===== src/rtl/j1_io_pkg.sv =====
// j1_io_pkg: shared definitions for the j1 I/O-bus UART peripheral.
//   - Register offsets within the 8-byte window (word offset = io_addr[2:1]).
//   - STATUS register bit positions.
//   - Common serial FSM state type used by the TX and RX engines.
//   - Smallest legal baud divisor.
package j1_io_pkg;

  localparam logic [1:0] OFS_DATA   = 2'd0;
  localparam logic [1:0] OFS_STATUS = 2'd1;
  localparam logic [1:0] OFS_DIV    = 2'd2;

  localparam int ST_RX_VALID     = 0;
  localparam int ST_TX_FULL      = 1;
  localparam int ST_TX_ACTIVE    = 2;
  localparam int ST_RX_OVERRUN   = 3;
  localparam int ST_RX_FRAME_ERR = 4;

  // Below this the RX mid-bit and resample arithmetic has no slack.
  localparam logic [15:0] DIV_MIN = 16'd3;

  typedef enum logic [1:0] {
    IDLE  = 2'd0,
    START = 2'd1,
    DATA  = 2'd2,
    STOP  = 2'd3
  } uart_state_t;

endpackage


===== src/rtl/j1_uart_rx.sv =====
// j1_uart_rx: 8N1 deserialiser.
// Ports:
//   clk_i, rst_n_i     clock, asynchronous active-low reset
//   div_i              clocks per bit minus 1 (sampled at each counter reload)
//   rxd_i              asynchronous serial input
//   byte_vld_o         one-cycle pulse: a complete frame was received
//   byte_o             received byte, valid with byte_vld_o
//   frame_err_o        stop bit was 0, valid with byte_vld_o
module j1_uart_rx
  import j1_io_pkg::*;
(
  input  logic        clk_i,
  input  logic        rst_n_i,
  input  logic [15:0] div_i,
  input  logic        rxd_i,
  output logic        byte_vld_o,
  output logic [7:0]  byte_o,
  output logic        frame_err_o
);

  uart_state_t state_q;
  logic [15:0] baud_q;
  logic [2:0]  bit_q;
  logic [7:0]  shift_q;
  logic        sync1_q;
  logic        sync2_q;
  logic        prev_q;
  logic        vld_q;
  logic [7:0]  byte_q;
  logic        ferr_q;

  logic bit_done;

  assign bit_done = (baud_q == 16'd0);

  always_ff @(posedge clk_i or negedge rst_n_i) begin
    if (!rst_n_i) begin
      // Synchroniser resets to the idle line level so release is not a start.
      sync1_q <= 1'b1;
      sync2_q <= 1'b1;
      prev_q  <= 1'b1;
      state_q <= IDLE;
      baud_q  <= 16'd0;
      bit_q   <= 3'd0;
      shift_q <= 8'd0;
      vld_q   <= 1'b0;
      byte_q  <= 8'd0;
      ferr_q  <= 1'b0;
    end else begin
      sync1_q <= rxd_i;
      sync2_q <= sync1_q;
      prev_q  <= sync2_q;
      vld_q   <= 1'b0;

      case (state_q)
        IDLE: begin
          // Falling edge: wait half a bit to land in the middle of START.
          if (prev_q && !sync2_q) begin
            baud_q  <= div_i >> 1;
            state_q <= START;
          end
        end
        START: begin
          if (bit_done) begin
            if (sync2_q) begin
              state_q <= IDLE;
            end else begin
              baud_q  <= div_i;
              bit_q   <= 3'd0;
              state_q <= DATA;
            end
          end else begin
            baud_q <= baud_q - 16'd1;
          end
        end
        DATA: begin
          if (bit_done) begin
            shift_q <= {sync2_q, shift_q[7:1]};
            baud_q  <= div_i;
            if (bit_q == 3'd7) begin
              state_q <= STOP;
            end else begin
              bit_q <= bit_q + 3'd1;
            end
          end else begin
            baud_q <= baud_q - 16'd1;
          end
        end
        STOP: begin
          if (bit_done) begin
            vld_q   <= 1'b1;
            byte_q  <= shift_q;
            ferr_q  <= !sync2_q;
            state_q <= IDLE;
          end else begin
            baud_q <= baud_q - 16'd1;
          end
        end
        default: state_q <= IDLE;
      endcase
    end
  end

  assign byte_vld_o  = vld_q;
  assign byte_o      = byte_q;
  assign frame_err_o = ferr_q;

endmodule


===== src/rtl/j1_uart_tx.sv =====
// j1_uart_tx: 8N1 serialiser with a 1-deep holding register.
// Ports:
//   clk_i, rst_n_i     clock, asynchronous active-low reset
//   div_i              clocks per bit minus 1 (sampled at each bit reload)
//   wr_i, wr_data_i    byte write strobe and data
//   txd_o              registered serial output, idles high
//   tx_full_o          holding register occupied
//   tx_active_o        a frame is on the line (FSM not idle)
module j1_uart_tx
  import j1_io_pkg::*;
(
  input  logic        clk_i,
  input  logic        rst_n_i,
  input  logic [15:0] div_i,
  input  logic        wr_i,
  input  logic [7:0]  wr_data_i,
  output logic        txd_o,
  output logic        tx_full_o,
  output logic        tx_active_o
);

  uart_state_t state_q;
  logic [15:0] baud_q;
  logic [2:0]  bit_q;
  logic [7:0]  shift_q;
  logic [7:0]  hold_q;
  logic        full_q;
  logic        txd_q;

  logic bit_done;
  logic load;
  logic accept;

  assign bit_done = (baud_q == 16'd0);
  // Holding register drains either from idle, or straight at the end of a
  // stop bit so that a queued byte follows with no idle gap.
  assign load     = full_q && ((state_q == IDLE) || ((state_q == STOP) && bit_done));
  // A write is taken when the holder is empty or is emptying this very cycle.
  assign accept   = wr_i && (!full_q || load);

  always_ff @(posedge clk_i or negedge rst_n_i) begin
    if (!rst_n_i) begin
      state_q <= IDLE;
      baud_q  <= 16'd0;
      bit_q   <= 3'd0;
      shift_q <= 8'd0;
      hold_q  <= 8'd0;
      full_q  <= 1'b0;
      txd_q   <= 1'b1;
    end else begin
      if (accept) begin
        hold_q <= wr_data_i;
      end

      if (accept) begin
        full_q <= 1'b1;
      end else if (load) begin
        full_q <= 1'b0;
      end

      if (load) begin
        shift_q <= hold_q;
        baud_q  <= div_i;
        state_q <= START;
        txd_q   <= 1'b0;
      end else begin
        case (state_q)
          IDLE: begin
            txd_q <= 1'b1;
          end
          START: begin
            if (bit_done) begin
              baud_q  <= div_i;
              bit_q   <= 3'd0;
              txd_q   <= shift_q[0];
              state_q <= DATA;
            end else begin
              baud_q <= baud_q - 16'd1;
            end
          end
          DATA: begin
            if (bit_done) begin
              baud_q <= div_i;
              if (bit_q == 3'd7) begin
                txd_q   <= 1'b1;
                state_q <= STOP;
              end else begin
                shift_q <= {1'b0, shift_q[7:1]};
                txd_q   <= shift_q[1];
                bit_q   <= bit_q + 3'd1;
              end
            end else begin
              baud_q <= baud_q - 16'd1;
            end
          end
          STOP: begin
            if (bit_done) begin
              txd_q   <= 1'b1;
              state_q <= IDLE;
            end else begin
              baud_q <= baud_q - 16'd1;
            end
          end
          default: state_q <= IDLE;
        endcase
      end
    end
  end

  assign txd_o       = txd_q;
  assign tx_full_o   = full_q;
  assign tx_active_o = (state_q != IDLE);

endmodule


===== src/rtl/j1_io_uart.sv =====
// j1_io_uart: memory-mapped UART responder on the j1 I/O bus.
// Ports:
//   sys_clk_i, sys_rst_n_i  clock, asynchronous active-low reset
//   io_rd, io_wr            CPU read / write strobes
//   io_addr                 byte address; window is BASE_ADDR..BASE_ADDR+7
//   io_dout                 CPU write data
//   io_din                  combinational read data, 0 when not selected
//   uart_rxd_i              asynchronous serial input
//   uart_txd_o              serial output
//   rx_irq_o                high while a received byte is waiting
// Registers (word offset io_addr[2:1]):
//   0 DATA    W: TX byte   R: {8'h00, rx_byte}, read pops rx_valid
//   1 STATUS  R: {rx_frame_err, rx_overrun, tx_active, tx_full, rx_valid},
//             read clears rx_frame_err and rx_overrun
//   2 DIVISOR R/W, writes below 3 stored as 3
//   3 reads 0
module j1_io_uart
  import j1_io_pkg::*;
#(
  parameter logic [15:0] BASE_ADDR = 16'hF000,
  parameter logic [15:0] DIV_RESET = 16'd433
) (
  input  logic        sys_clk_i,
  input  logic        sys_rst_n_i,
  input  logic        io_rd,
  input  logic        io_wr,
  input  logic [15:0] io_addr,
  input  logic [15:0] io_dout,
  output logic [15:0] io_din,
  input  logic        uart_rxd_i,
  output logic        uart_txd_o,
  output logic        rx_irq_o
);

  function automatic logic [15:0] clamp_div(input logic [15:0] v);
    return (v < DIV_MIN) ? DIV_MIN : v;
  endfunction

  logic        sel;
  logic [1:0]  ofs;
  logic        addr_unused;
  logic        tx_wr;
  logic        div_wr;
  logic        pop;
  logic        stat_rd;

  logic        rx_valid_q, rx_valid_d;
  logic [7:0]  rx_byte_q, rx_byte_d;
  logic        rx_ovr_q, rx_ovr_d;
  logic        rx_ferr_q, rx_ferr_d;
  logic [15:0] div_q, div_d;

  logic        tx_full;
  logic        tx_active;
  logic        rx_vld;
  logic [7:0]  rx_data;
  logic        rx_ferr;
  logic [15:0] status;

  // io_wr also strobes for RAM writes, so every action is gated by sel.
  assign sel         = (io_addr[15:3] == BASE_ADDR[15:3]);
  assign ofs         = io_addr[2:1];
  assign addr_unused = io_addr[0];
  assign tx_wr       = io_wr & sel & (ofs == OFS_DATA);
  assign div_wr      = io_wr & sel & (ofs == OFS_DIV);
  assign pop         = io_rd & sel & (ofs == OFS_DATA);
  assign stat_rd     = io_rd & sel & (ofs == OFS_STATUS);

  j1_uart_tx u_tx (
    .clk_i       (sys_clk_i),
    .rst_n_i     (sys_rst_n_i),
    .div_i       (div_q),
    .wr_i        (tx_wr),
    .wr_data_i   (io_dout[7:0]),
    .txd_o       (uart_txd_o),
    .tx_full_o   (tx_full),
    .tx_active_o (tx_active)
  );

  j1_uart_rx u_rx (
    .clk_i       (sys_clk_i),
    .rst_n_i     (sys_rst_n_i),
    .div_i       (div_q),
    .rxd_i       (uart_rxd_i),
    .byte_vld_o  (rx_vld),
    .byte_o      (rx_data),
    .frame_err_o (rx_ferr)
  );

  always_comb begin
    rx_valid_d = rx_valid_q;
    rx_byte_d  = rx_byte_q;
    rx_ovr_d   = rx_ovr_q;
    rx_ferr_d  = rx_ferr_q;
    div_d      = div_q;

    if (stat_rd) begin
      rx_ovr_d  = 1'b0;
      rx_ferr_d = 1'b0;
    end

    // A delivery always wins: it refills rx_valid even when popped together,
    // and only an unconsumed byte being replaced counts as an overrun.
    if (rx_vld) begin
      rx_byte_d  = rx_data;
      rx_valid_d = 1'b1;
      if (rx_valid_q && !pop) begin
        rx_ovr_d = 1'b1;
      end
      if (rx_ferr) begin
        rx_ferr_d = 1'b1;
      end
    end else if (pop) begin
      rx_valid_d = 1'b0;
    end

    if (div_wr) begin
      div_d = clamp_div(io_dout);
    end
  end

  always_ff @(posedge sys_clk_i or negedge sys_rst_n_i) begin
    if (!sys_rst_n_i) begin
      rx_valid_q <= 1'b0;
      rx_byte_q  <= 8'd0;
      rx_ovr_q   <= 1'b0;
      rx_ferr_q  <= 1'b0;
      div_q      <= DIV_RESET;
    end else begin
      rx_valid_q <= rx_valid_d;
      rx_byte_q  <= rx_byte_d;
      rx_ovr_q   <= rx_ovr_d;
      rx_ferr_q  <= rx_ferr_d;
      div_q      <= div_d;
    end
  end

  always_comb begin
    status                  = 16'h0000;
    status[ST_RX_VALID]     = rx_valid_q;
    status[ST_TX_FULL]      = tx_full;
    status[ST_TX_ACTIVE]    = tx_active;
    status[ST_RX_OVERRUN]   = rx_ovr_q;
    status[ST_RX_FRAME_ERR] = rx_ferr_q;
  end

  // Read mux ignores io_rd so the CPU sees data in the strobe cycle itself.
  always_comb begin
    io_din = 16'h0000;
    if (sel) begin
      case (ofs)
        OFS_DATA:   io_din = {8'h00, rx_byte_q};
        OFS_STATUS: io_din = status;
        OFS_DIV:    io_din = div_q;
        default:    io_din = 16'h0000;
      endcase
    end
  end

  assign rx_irq_o = rx_valid_q;

endmodule

===== config.mk =====
export PLATFORM = sky130hd
export DESIGN_NAME = j1_io_uart
export DESIGN_NICKNAME = d
export VERILOG_FILES = /design/src/rtl/j1_io_pkg.sv /design/src/rtl/j1_uart_rx.sv /design/src/rtl/j1_uart_tx.sv /design/src/rtl/j1_io_uart.sv
export SDC_FILE = /design/constraint.sdc
export NUM_CORES = 1
export LEC_CHECK = 0
export ABC_AREA = 1
export CAP_MARGIN = 20
export CORE_UTILIZATION = 30
export CTS_CLUSTER_SIZE = 8
export DETAILED_ROUTE_END_ITERATION = 8
export GPL_ROUTABILITY_DRIVEN = 0
export HOLD_SLACK_MARGIN = 0.15
export SLEW_MARGIN = 10
export SYNTH_ARGS = -nofsm -noshare
export SYNTH_HDL_FRONTEND = slang
export SYNTH_HIERARCHICAL = 1
export SYNTH_SLANG_ARGS = --single-unit

===== constraint.sdc =====
create_clock -name sys_clk_i -period 4.1 [get_ports sys_clk_i]
set_clock_uncertainty 0.1 [all_clocks]
set_input_delay 0.41 -clock sys_clk_i [delete_from_list [all_inputs] [get_ports sys_clk_i]]
set_output_delay 0.41 -clock sys_clk_i [all_outputs]
set_load 0.01 [all_outputs]

Word-level counts from Yosys, hierarchy flattened --
Cells that the tools add are included.
Cells by class: bitwise gates (word level) 7, magnitude comparators 1, mux-type cells 57, equal/unequal tests 29, add/sub/neg operators 4, reductions and logical operators 35
Operator list (number):
- $mux W16 | 10
- $pmux W16 S4 | 1
- $pmux W16 S3 | 1
- $logic_not A16 Y1 | 2
- $mux W8 | 4
- $pmux W16 S2 | 1
- $sub A16 B1 Y16 const B | 2
- $mux W2 | 11
- $mux W3 | 7
- $reduce_and A5 Y1 | 4
- $mux W1 | 17
- $lt A16 B2 Y1 const B | 1
- $ne A2 B1 Y1 const B | 8
- $reduce_bool A2 Y1 | 7
- $eq A13 B13 Y1 const B | 1
- $ne A3 B1 Y1 const B | 4
- $pmux W3 S2 | 2
- $eq A2 B2 Y1 const B | 5
- $reduce_and A3 Y1 | 3
- $ne A2 B2 Y1 const B | 4
- $pmux W2 S4 | 1
- $add A3 B1 Y3 const B | 2
- $and A1 B1 Y1 | 6
- $eq A2 B1 Y1 const B | 3
- 13 further kinds | 26
Storage, ports and cells: input bits 37, bits in registers 108, output and inout port bits 18, logic and storage cells 155

Depth between registers and ports, before layout --
word-level depth 7, depth in mapped cells 12, gate-level depth less buffers 12

Hierarchy --
Netlist, hierarchy kept.
Modules (own cells, without submodules):
- j1_uart_rx | area each 2885.3 um^2, cells each 404, instances 1, sequential area each 1054.8 um^2
- j1_uart_tx | area each 2620.0 um^2, cells each 348, instances 1, sequential area each 977.2 um^2
- j1_io_uart | area each 1507.7 um^2, cells each 217, instances 1, sequential area each 681.9 um^2

Worst setup path before layout --
No wires, ideal clock.
path kind input port to flip-flop, start point in io_addr[10], end point reg u_tx.hold_q[0], setup slack 2277 ps, data required time 3883 ps, stages 9, data arrival time 1605 ps, cells stage by stage nor2_1 > nand3_1 > nor2_2 > buf_6 > and3_1 > clkbuf_1 > nand2_1 > nand2_1 > nand2_1
On the way: word-level cells in the longest chain between the ends 4
RTL lines:
- start, declared | RTL line j1_io_uart.sv:27 | input logic [15:0] io_addr,
- $eq A13 B13 Y1 | RTL line j1_io_uart.sv:61 | assign sel = (io_addr[15:3] == BASE_ADDR[15:3]);
- $and A1 B1 Y1 (2 in series) | RTL line j1_io_uart.sv:64 | assign tx_wr = io_wr & sel & (ofs == OFS_DATA);
- named net tx_wr | RTL line j1_io_uart.sv:42 | logic tx_wr;
- $logic_and A1 B1 Y1 | RTL line j1_uart_tx.sv:39 | assign accept = wr_i && (!full_q || load);
- end signal, assigned | RTL line j1_uart_tx.sv:52 | hold_q <= wr_data_i;
- end, declared | RTL line j1_uart_tx.sv:26 | logic [7:0] hold_q;
The timed path passes the listed nets, and every way through them passes these cells. A chain may end at the register's enable or synchronous reset.

Final worst setup path --
start point in io_addr[14], end point out io_din[1]
On the way: word-level cells in the longest chain between the ends 2
RTL lines:
- $eq A13 B13 Y1 | RTL line j1_io_uart.sv:61
- $mux W16 | RTL line j1_io_uart.sv:150 | if (sel) begin
- end, declared | RTL line j1_io_uart.sv:29 | output logic [15:0] io_din,
No other way between the ends.

==> flow_summary_export.csv <==
group,metric,value,unit
synth,yosysMostFrequentCell,"nand2_1",
critical_path,critPathKind,"in2out",
power_and_ir_drop,p_sw_frac,0.422,
sta,fin_ws,1.35,ns
route,firstDrtPassIters,5,
sta,max_freq,363,MHz
power_and_ir_drop,powerDensity,519,nW/um2
sta,post-route-min-period,2.75,ns
floorplanning,core,22800,um2
sta,setup_violations,0,
route,drtAntennaViolNets,0,
floorplanning,die_w,155,um
layout,num_antenna_cells,0,
outcome,status,"complete, no violations",
clock_network,ctsRootBufferMaster,"clkbuf_16",
power_and_ir_drop,power_frac_comb,0.430,
critical_path,crit_path_start,"io_addr[14]",
critical_path,r2r_cells,8,
placed_design,hpwl,12.1,mm
synth,seq_area_frac_synth,0.387,
synth,synth.largest_area_cell,"dfrtp_1",
clock_network,cts_made_buffers,9,
sta,max-slew-margin-rel,0.540,
critical_path,r2r_slack,1.75,ns
floorplanning,rows,55,
sta,slew_viol_final,0,
global_routing,grt_use_total,0.150,
global_routing,grt_pass1_vias,5916,
layout,areaGrowthSynthToFinish,15.2,%
route,drtIter0Drc,389,
synth,syn-cell-area,7010,um2
synth,async_flop_share,1.00,
floorplanning,dieArea,24000,um2
power_and_ir_drop,leakagePower,0.00397,uW
global_routing,grt-ovfl-total,0,
synth,ys_warn_count,6,
route,wl_per_cell,12.5,um
clock_network,path_clk_slew,0.07,ns
critical_path,endpoint_kind,"output pin",
run,drv_cap,0,
synth,synthTopCellsByCount,"366 x nand2_1, 100 x inv_1, 99 x dfrtp_1, 89 x nor2_1, 75 x nand3_1",
sta,rsz0062_at_grt,"no",
global_routing,grt_pass1_wl,29.1,mm
floorplanning,initial_utilization,0.308,
critical_path,r2r-end,"u_rx/baud_q[12]$_DFFE_PN0P_",
route,drc_errors,0,
layout,final_nets,1064,
layout,drive_above_1_share,0.128,
power_and_ir_drop,vdd_drop_max,0.000262,V
critical_path,crit-reg2reg-launch,"u_rx/state_q[0]$_DFFE_PN0P_",
clock_network,post_cts_resized,0,
critical_path,cp.required,3.59,ns
power_and_ir_drop,power.share.sequential,0.352,
clock_network,post_cts_buffers,0,
synth,synth_fp_nets,1021,
critical_path,critPathMaxFanout,19,
synth,synth.top_cell.area_share,0.353,
placed_design,place_ws,1.32,ns
sta,finalCritPeriodShare,0.672,
power_and_ir_drop,clkPwrFrac,0.218,
critical_path,critical_path_arrival,2.24,ns
clock_network,clockBufferDepth,2,
floorplanning,top_level_ports,55,
route,vias,6007,
layout,n_fill_cell,2420,
power_and_ir_drop,switching_power,1770,uW
synth,synth_edf_count,0,
global_routing,grt_max_degree,50,
sta,finalHoldViolCount,0,
route,drt_wl_total,16.7,mm
placed_design,numPortBuffers,53,
synth,synth_top_flop_cell,"dfrtp_1",
synth,synth.area.top_cells,"dfrtp_1 35%, nand2_1 20%, inv_1 5.4%, nand3_1 5.4%, nor2_1 4.8%",
route,viasPerCell,4.52,
synth,synth_area_per_cell,7.24,um2
clock_network,cts_max_level,3,
synth,yosysUniqueCellTypes,42,
clock_network,holdBufCountCts,1,
critical_path,crit_path_start_kind,"input port",
global_routing,grt_antenna_before_repair,0,
floorplanning,die_h,155,um
power_and_ir_drop,intPower,2420,uW
synth,syn_inst,969,
hold_path,hold_class,"reg2reg",
sta,worst_pin_slew,0.690,ns
critical_path,cp-endpoint,"io_din[1]",
clock_network,clk_latency,0.35,ns
clock_network,cts_tree,"done",
synth,synth-seq-cells,108,
clock_network,cts.sinks,108,
sta,timing.setup.tns,0,ns
[flip-flops by register name, indices dropped and copies added, names as in the netlist, named ones only]
signal,flops
div_q,16
u_rx/baud_q,16
u_tx/baud_q,16
rx_byte_q,8
u_rx/byte_o,8
u_rx/shift_q,8
u_tx/hold_q,8
u_tx/shift_q,8
u_rx/bit_q,3
u_tx/bit_q,3
u_tx/state_q,2
rx_ferr_q,1
rx_irq_o,1
rx_ovr_q,1
u_rx/byte_vld_o,1
u_rx/frame_err_o,1
u_rx/prev_q,1
u_rx/state_q,1
u_rx/sync1_q,1
u_rx/sync2_q,1
u_tx/tx_full_o,1
u_tx/txd_o,1
[metal layers]
layer	global-route usage	vias up	share of wire	routed length [um]
met1	0.188	2776	0.45	7540
met5	0	-	0	0
li1	-	3124	-	-
met4	0.0495	0	0.019	315
met3	0.0242	17	0.031	525
met2	0.263	90	0.50	8290
[power groups by stage]
stage	clock network [uW]	logic [uW]	registers, uW
floorplan	0	1480	1430
global placement	0	1770	1490
detailed placement	0	1800	1490
CTS	947	1800	1470
global route	985	2080	1510
finish	914	1800	1480
[cell usage in the layout, fill, tap and decap left out, types with 8 or more instances in the layout]
cell             Yosys  routed
clkdlybuf4s50_1      0      52
o21ai_2             18      18
clkbuf_16            0       9
nor2_2               8       8
nand4_1             16      16
nor2_1              89      89
nand2_2             16      16
nand3_1             75      75
nand3_2             23      23
dfstp_2              9       9
inv_1              100     100
ha_1                15      15
o21ai_0             17      17
a21oi_1             22      22
dfrtp_1             99      99
nand2_1            366     366
[kinds of logic after synthesis]
logic type,Yosys count,synth area share
AOI/OAI and AO/OA,75,0.0671
adders and majority gates,15,0.0268
DFF,108,0.387
and+or+nand+nor,622,0.414
buffers and inverters,137,0.0906
xor gates and xnor gates,12,0.0150
[cell type report]
type                            count  area [um2]  share of cell area
Tap cell                          313         392              0.0485
Timing Repair Buffer               60         583              0.0722
Clock buffer                       10         239              0.0296
Sequential cell                   108        2710               0.336
Inverter                          109         415              0.0514
Clock inverter                      6        70.1             0.00868
Multi-Input combinational cell    724        3660               0.454
[critical path, stage by stage]
cell and delay [ns]:
clkdlybuf4s50_1 0.46, nand2_1 0.05, nor2_1 0.09, nand2_1 0.09, nor2_2 0.12, buf_4 0.26
o21ai_2 0.12, nor2_1 0.10, clkdlybuf4s50_1 0.55
[metrics by stage]
step | hold slack [ns] | utilization | cells | power (uW) | cell area (um2)
after detailed placement | 0.248 | 0.341 | 1313 | 3290 | 7760
after floorplan | 0.0144 | - | 969 | 2910 | 7010
after global routing | 0.270 | 0.355 | 1330 | 4570 | 8080
after CTS | 0.259 | 0.355 | 1330 | 4220 | 8080
after global placement | 0.246 | 0.341 | 1313 | 3260 | 7760
final | 0.260 | 0.355 | 1330 | 4190 | 8080
[worst min-delay path by stage]
stage / cells past startpoint / start / endpoint
after floorplan: 0 / sys_rst_n_i / div_q[10]$_DFFE_PN0P_
after global placement: 0 / u_rx/sync1_q$_DFF_PN1_ / u_rx/sync2_q$_DFF_PN1_
after detailed placement: 0 / u_rx/sync1_q$_DFF_PN1_ / u_rx/sync2_q$_DFF_PN1_
after CTS: 0 / u_rx/sync1_q$_DFF_PN1_ / u_rx/sync2_q$_DFF_PN1_
after global routing: 0 / u_rx/sync1_q$_DFF_PN1_ / u_rx/sync2_q$_DFF_PN1_
final: 0 / u_rx/sync1_q$_DFF_PN1_ / u_rx/sync2_q$_DFF_PN1_
Note: power is estimated with default switching activity, not from simulation.
